### src/rtl/div_seq_pkg.sv
`default_nettype none
// ============================================================================
//  Module      : div_seq_pkg
//  Description : Shared definitions for the EX-stage sequential divider:
//                state encoding, result-ready / start-stop levels and the
//                double-register bus width helper.
//  Revision    : 1.0 - initial release
// ============================================================================
package div_seq_pkg;

    // Divider sequencer states.
    typedef enum logic [1:0] {
        DIV_FREE    = 2'b00,    // idle
        DIV_BY_ZERO = 2'b01,    // divisor was zero
        DIV_ON      = 2'b10,    // iterating
        DIV_END     = 2'b11     // result held
    } div_state_e;

    localparam logic c_div_result_ready     = 1'b1;
    localparam logic c_div_result_not_ready = 1'b0;
    localparam logic c_div_start            = 1'b1;
    localparam logic c_div_stop             = 1'b0;

    // Width of a {hi, lo} register pair such as {remainder, quotient}.
    function automatic int double_bus_w(input int data_w);
        return 2 * data_w;
    endfunction

endpackage : div_seq_pkg
`default_nettype wire

### src/rtl/div_seq_step.sv
`default_nettype none
// ============================================================================
//  Module      : div_step
//  Description : One combinational radix-2 restoring division iteration.
//                The upper half of the shift register holds the partial
//                remainder, the lower half the remaining dividend bits and
//                the quotient bits collected so far.
//  Ports       : shift_i - low 2*DATA_W bits of the current shift register
//                dvs_i   - divisor magnitude
//                shift_o - shift register after this iteration (2*DATA_W+1)
//  Revision    : 1.0 - initial release
// ============================================================================
module div_step
    import div_seq_pkg::*;
#(
    parameter int DATA_W = 32
) (
    input  logic [2*DATA_W-1:0] shift_i,
    input  logic [DATA_W-1:0]   dvs_i,
    output logic [2*DATA_W:0]   shift_o
);

    logic [DATA_W:0] w_diff;

    always_comb begin
        // One extra bit so the borrow shows up as the sign of the difference.
        w_diff = {1'b0, shift_i[2*DATA_W-1:DATA_W]} - {1'b0, dvs_i};
        if (w_diff[DATA_W]) begin
            // Divisor does not fit: restore (keep partial remainder), q bit 0.
            shift_o = {shift_i, 1'b0};
        end else begin
            shift_o = {w_diff[DATA_W-1:0], shift_i[DATA_W-1:0], 1'b1};
        end
    end

endmodule : div_step
`default_nettype wire

### src/rtl/div_seq.sv
`default_nettype none
// ============================================================================
//  Module      : div_seq
//  Description : Multi-cycle sequencer for the EX-stage div/divu path.
//                32-iteration radix-2 restoring division with sign fix-up,
//                divide-by-zero shortcut, annulment and a stall request.
//  Ports       : clk, rst        - clock, synchronous active-high reset
//                signed_div_i    - 1 = div, 0 = divu
//                opdata1_i/2_i   - dividend / divisor
//                start_i         - request, held until result is consumed
//                annul_i         - abort current or pending divide
//                result_o        - {remainder, quotient}
//                ready_o         - result valid
//                stallreq_o      - pipeline stall request
//  Options     : DIV_SEQ_EARLY_OUT_EN - finish in one cycle when
//                |dividend| < |divisor|.
//  Revision    : 1.0 - initial release
// ============================================================================
module div_seq
    import div_seq_pkg::*;
#(
    parameter int DATA_W = 32,
    parameter int CNT_W  = 6        // 2**CNT_W must exceed DATA_W
) (
    input  logic                        clk,
    input  logic                        rst,
    input  logic                        signed_div_i,
    input  logic [DATA_W-1:0]           opdata1_i,
    input  logic [DATA_W-1:0]           opdata2_i,
    input  logic                        start_i,
    input  logic                        annul_i,
    output logic [2*DATA_W-1:0]         result_o,
    output logic                        ready_o,
    output logic                        stallreq_o
);

    localparam int               c_res_w    = double_bus_w(DATA_W);
    localparam int               c_shift_w  = 2 * DATA_W + 1;
    localparam logic [CNT_W-1:0] c_cnt_last = CNT_W'(DATA_W);

    div_state_e             state_q,     state_d;
    logic [CNT_W-1:0]       cnt_q,       cnt_d;
    logic [c_shift_w-1:0]   shift_q,     shift_d;
    logic [DATA_W-1:0]      dvs_q,       dvs_d;
    logic                   dvd_sign_q,  dvd_sign_d;
    logic                   dvs_sign_q,  dvs_sign_d;
    logic                   signed_q,    signed_d;
    logic [c_res_w-1:0]     result_q,    result_d;
    logic                   ready_q,     ready_d;

    logic                   w_dvd_neg;
    logic                   w_dvs_neg;
    logic [DATA_W-1:0]      w_dvd_mag;
    logic [DATA_W-1:0]      w_dvs_mag;
    logic [c_shift_w-1:0]   w_step_out;
    logic [DATA_W-1:0]      w_quot_raw;
    logic [DATA_W-1:0]      w_rem_raw;
    logic [DATA_W-1:0]      w_quot_fix;
    logic [DATA_W-1:0]      w_rem_fix;

    // Operand magnitudes; only signed operands with MSB set are negated.
    assign w_dvd_neg = signed_div_i & opdata1_i[DATA_W-1];
    assign w_dvs_neg = signed_div_i & opdata2_i[DATA_W-1];
    assign w_dvd_mag = w_dvd_neg ? (~opdata1_i + DATA_W'(1)) : opdata1_i;
    assign w_dvs_mag = w_dvs_neg ? (~opdata2_i + DATA_W'(1)) : opdata2_i;

    div_step #(
        .DATA_W (DATA_W)
    ) u_div_step (
        .shift_i (shift_q[2*DATA_W-1:0]),
        .dvs_i   (dvs_q),
        .shift_o (w_step_out)
    );

    // After the last iteration the remainder sits in the top DATA_W bits and
    // the quotient in the bottom DATA_W bits of the shift register.
    assign w_quot_raw = shift_q[DATA_W-1:0];
    assign w_rem_raw  = shift_q[c_shift_w-1:DATA_W+1];
    assign w_quot_fix = (signed_q & (dvd_sign_q ^ dvs_sign_q)) ? (DATA_W'(0) - w_quot_raw)
                                                               : w_quot_raw;
    assign w_rem_fix  = (signed_q & dvd_sign_q) ? (DATA_W'(0) - w_rem_raw) : w_rem_raw;

    always_comb begin
        state_d    = state_q;
        cnt_d      = cnt_q;
        shift_d    = shift_q;
        dvs_d      = dvs_q;
        dvd_sign_d = dvd_sign_q;
        dvs_sign_d = dvs_sign_q;
        signed_d   = signed_q;
        result_d   = result_q;
        ready_d    = ready_q;

        case (state_q)
            DIV_FREE: begin
                if ((start_i == c_div_start) && !annul_i) begin
                    dvd_sign_d = opdata1_i[DATA_W-1];
                    dvs_sign_d = opdata2_i[DATA_W-1];
                    signed_d   = signed_div_i;
                    if (opdata2_i == '0) begin
                        state_d = DIV_BY_ZERO;
`ifdef DIV_SEQ_EARLY_OUT_EN
                    end else if (w_dvd_mag < w_dvs_mag) begin
                        // Quotient is zero and the remainder is the dividend.
                        state_d  = DIV_END;
                        result_d = {opdata1_i, {DATA_W{1'b0}}};
                        ready_d  = c_div_result_ready;
`endif
                    end else begin
                        state_d = DIV_ON;
                        cnt_d   = '0;
                        // Dividend sits one bit up so the first compare
                        // already sees its MSB against the divisor.
                        shift_d = {{DATA_W{1'b0}}, w_dvd_mag, 1'b0};
                        dvs_d   = w_dvs_mag;
                    end
                end
            end

            DIV_BY_ZERO: begin
                state_d  = DIV_END;
                result_d = '0;
                ready_d  = c_div_result_ready;
            end

            DIV_ON: begin
                if (annul_i) begin
                    state_d = DIV_FREE;
                    cnt_d   = '0;
                    ready_d = c_div_result_not_ready;
                end else if (cnt_q != c_cnt_last) begin
                    shift_d = w_step_out;
                    cnt_d   = cnt_q + CNT_W'(1);
                end else begin
                    state_d  = DIV_END;
                    cnt_d    = '0;
                    result_d = {w_rem_fix, w_quot_fix};
                    ready_d  = c_div_result_ready;
                end
            end

            DIV_END: begin
                if ((start_i == c_div_stop) || annul_i) begin
                    state_d  = DIV_FREE;
                    result_d = '0;
                    ready_d  = c_div_result_not_ready;
                end
            end

            default: begin
                state_d = DIV_FREE;
            end
        endcase
    end

    always_ff @(posedge clk) begin
        if (rst) begin
            state_q    <= DIV_FREE;
            cnt_q      <= '0;
            shift_q    <= '0;
            dvs_q      <= '0;
            dvd_sign_q <= 1'b0;
            dvs_sign_q <= 1'b0;
            signed_q   <= 1'b0;
            result_q   <= '0;
            ready_q    <= c_div_result_not_ready;
        end else begin
            state_q    <= state_d;
            cnt_q      <= cnt_d;
            shift_q    <= shift_d;
            dvs_q      <= dvs_d;
            dvd_sign_q <= dvd_sign_d;
            dvs_sign_q <= dvs_sign_d;
            signed_q   <= signed_d;
            result_q   <= result_d;
            ready_q    <= ready_d;
        end
    end

    assign result_o   = result_q;
    assign ready_o    = ready_q;
    assign stallreq_o = start_i & ~annul_i & (state_q != DIV_END);

endmodule : div_seq
`default_nettype wire

### config.mk
export PLATFORM = sky130hd
export DESIGN_NAME = div_seq
export DESIGN_NICKNAME = d
export VERILOG_FILES = /design/src/rtl/div_seq_pkg.sv /design/src/rtl/div_seq_step.sv /design/src/rtl/div_seq.sv
export SDC_FILE = /design/constraint.sdc
export NUM_CORES = 1
export LEC_CHECK = 0
export BUFFER_PORTS_ARGS = -buffer_cell sky130_fd_sc_hd__buf_2
export CORE_ASPECT_RATIO = 0.75
export CORE_MARGIN = 5
export CORE_UTILIZATION = 40
export DETAILED_ROUTE_END_ITERATION = 8
export GPL_TIMING_DRIVEN = 0
export PLACE_DENSITY = 0.55
export RECOVER_POWER = 50
export SETUP_SLACK_MARGIN = 0.4
export SLEW_MARGIN = 25
export SYNTH_ARGS = -nofsm -noshare
export SYNTH_HDL_FRONTEND = slang
export SYNTH_HIERARCHICAL = 1
export SYNTH_SLANG_ARGS = --single-unit
### constraint.sdc
create_clock -name clk -period 6.4 [get_ports clk]
set_input_delay 1.28 -clock clk [delete_from_list [all_inputs] [get_ports clk]]
set_output_delay 1.28 -clock clk [all_outputs]
set_load 0.05 [all_outputs]
==> metrics <==
post-synthesis xor/xnor area fraction=between 10 and 15%; Sink Count=roughly 170; antenna violations before repair=1; CTS H-tree depth=4; Global Route Usage Sum=a little under a quarter; TritonRoute pass-1 iters=5; Post-Synth Adder-Cell Area=4.34%; predominant post-synthesis flop cell=dfxtp_1; clock buffer depth=2; area share of and/or/nand/nor cells after synthesis=around 22%; failing checks=capacitance limit, slew limit; hold buffers post-CTS=0; postcts setup bufs=0; register bit total from synthesis=between 150 and 200; ranking of synthesized cells by area=dfxtp_1 (30%), a21oi_1 (7.3%), nand2_1 (6.7%); most frequent CP cell=clkbuf_1; final net count=about 1800; setup TNS=0 ps; final count of hold timing violations=0; Finished Layout Cells=roughly 2100; worst vdd ir=just under 0.2 mV; largest net degree at the start of global routing=19; Vias=~12000; clock share of power=between 30% and 40%; DRC viols=0; Yosys top cell area share=between 30% and 40%; Syn Nets=about 1600; crit path DAT=4450 ps; clk_skew=around 13 ps; critical path's slowest cell=nor4_1; distinct cell type count after synthesis=a little under 80; RSZ-0062 raised after global routing=false; DR iter-0 viols=~1100; share of cells above drive strength 1=9.94%; total gr overflow=0; Post-DRT Antenna Nets=0; worst path cell trace=clkbuf_1 -> nor4_1 -> a21oi_1 -> and2_0 -> clkbuf_1 -> clkbuf_1 -> clkbuf_1 -> nand2_1 -> o21ai_0; Buf+Inv Stages, Crit Path=4; synth warn=6; main combinational cell family by area after synthesis=compound AO/OA/AOI/OAI gates; outcome=complete, but fails checks; Die W=a little over 200 um; number of flops mapped to enable cells by yosys=0; post-cts resize count=0; crit-path max cell delay=between 1000 and 1500 ps; Initial Util=between 40% and 50%; first-pass GRT wire length=about 59000 um; vias in the first global route=a little over 10000; final critical path time including I/O delays and setup=a little over 4000 ps; Reg clk slew, reported paths=70 ps; Post-Syn Instances=roughly 1500; FILL cells=~3000; WP data required=between 6000 and 7000 ps; # setup viols final=0; Hold Crit Class=reg -> reg; sw frac=approximately a third; Slew Viols, Final=6; Antenna Cells=0; mapped cell area=between 10000 and 15000 um^2; area of the multi-input gates=around 7100 um^2; P per Cell Area=~220 nW/um^2; Least-Margin Pin Slew=roughly 1600 ps; total CTS buffers=17; max-cap violations=1; Reg power frac=between 40% and 50%; LEAKAGE=approximately 4.8 nW; crit share post-route=roughly 65%; detailed placement HPWL=a little over 30000 um; port bufs=134; total core area=around 28000 um^2; switching power total=roughly 0.94 mW; Storage cell area=between 3000 and 4000 um^2; Root Driver=clkbuf_16; crit start category=primary input; Via density=around 5.5; Comb pwr share=approximately a fifth; later-pin clock latency in the skew report=450 ps; Crit path max-delay family=simple AND/OR/NAND/NOR gates; sequential-to-total area share from yosys stat=30.3%; critical path class=in -> reg; Ports=135; Synth area leader=dfxtp_1; Slew HR=-10.1%; final WL=~38000 um; placed cells=between 2000 and 2500; drt wl/cell=approximately 18 um; CTS tree=yes; mux share of post-synthesis cell area=0.394%; FFs w/ async S/R, synth=0%; DIE AREA=32100 um^2; Site Rows=53; CP Capture Type=flop; syn avg cell area=approximately 7.4 um^2; Syn-to-layout area delta=14.6%; Max Freq=242 MHz; maximum fanout along the worst path=10; Synth Area in Compound Gates=24.7%; Int Power=around 1.9 mW; Placer Congestion=0.914; die extent in y=156 um
[metrics by stage]
step	hold WS [ps]	cell area, um^2	setup WS (ps)	util, %	power, mW
finish	446	13100	2270	46.6	2.83
CTS	448	13200	2780	46.9	2.84
detailed placement	437	12600	2320	44.7	1.77
floorplan	440	11400	2870	-	1.58
global placement	429	12600	2470	44.7	1.76
global route	474	13100	2030	46.6	2.96
[routing by layer]
| metal | up-vias | part of all wire, % | track usage (%) |
|---|---|---|---|
| met5 | - | 0 | 0 |
| met4 | 0 | 0.65 | 3.92 |
| met3 | 20 | 7.2 | 3.63 |
| met2 | 373 | 38 | 31.2 |
| met1 | 5414 | 54 | 38.5 |
| li1 | 5728 | - | - |
[state kept, by name (all words and copies together), names as in the netlist]
| name | flops |
|---|---|
| dvs_sign_q | 1 |
| ready_o | 1 |
| signed_q | 1 |
| cnt_q | 6 |
| dvd_sign_q | 1 |
| state_q | 2 |
| shift_q | 65 |
| result_o | 64 |
| dvs_q | 32 |
[cells in the final DEF (no fill, tap or decap), drive strengths merged, types with 58 or more instances in the layout]
| cell type | Yosys | final |
|---|---|---|
| a21oi | 169 | 169 |
| buf | 50 | 114 |
| clkbuf | 71 | 158 |
| dfxtp | 173 | 173 |
| inv | 62 | 68 |
| nand2 | 203 | 203 |
| nor2 | 157 | 157 |
| o21ai | 90 | 90 |
| xnor2 | 83 | 83 |
| xor2 | 58 | 58 |
[final timing paths]
kind           startpoint           end  slack (ps)  cells after the start
max reg2reg      cnt_q[3]  result_o[54]        2530                      9
min reg2reg  result_o[53]  result_o[53]         450                      2
min          result_o[53]  result_o[53]         450                      2
max               annul_i  result_o[54]        2270                      9
[worst reg2reg max path, delay by kind of cell (launching register included)]
kind            cells  cell delay (ps)
simple gates        4             2140
buf+inv             3              710
flops               1              370
compound gates      2              530
[kinds of logic after synthesis]
group | Yosys count
simple gates | 548
buf+inv | 183
mux | 4
flops | 173
xor+xnor | 141
compound gates | 446
fa+ha+maj | 39
[Yosys cell counts, types with 16 or more instances]
library cell and n:
inv_1 61, buf_4 37, o211ai_1 16, nand2_1 203
a31oi_1 19, a211oi_1 34, xnor2_1 83, o31ai_1 22
o21ai_0 84, clkbuf_1 71, xor2_1 58, nand3_1 50
dfxtp_1 173, a21oi_1 167, ha_1 38, nor2_1 156
nor3_1 43
[power by group through the flow]
stage	logic [mW]	registers, mW	clock network [mW]
floorplan	0.415	1.17	0
global placement	0.580	1.19	0
detailed placement	0.583	1.19	0
CTS	0.586	1.16	1.10
global route	0.651	1.17	1.14
finish	0.593	1.16	1.08
[layout make-up]
class                           count  area share [%]
Multi-Input combinational cell   1178            54.2
Sequential cell                   173            26.5
Tap cell                          385            3.68
Buffer                            121            4.85
Clock buffer                       17            3.25
Clock inverter                     15            1.37
Inverter                           62            1.78
Timing Repair Buffer              134            4.45
Note: power is estimated with default switching activity, not from simulation.
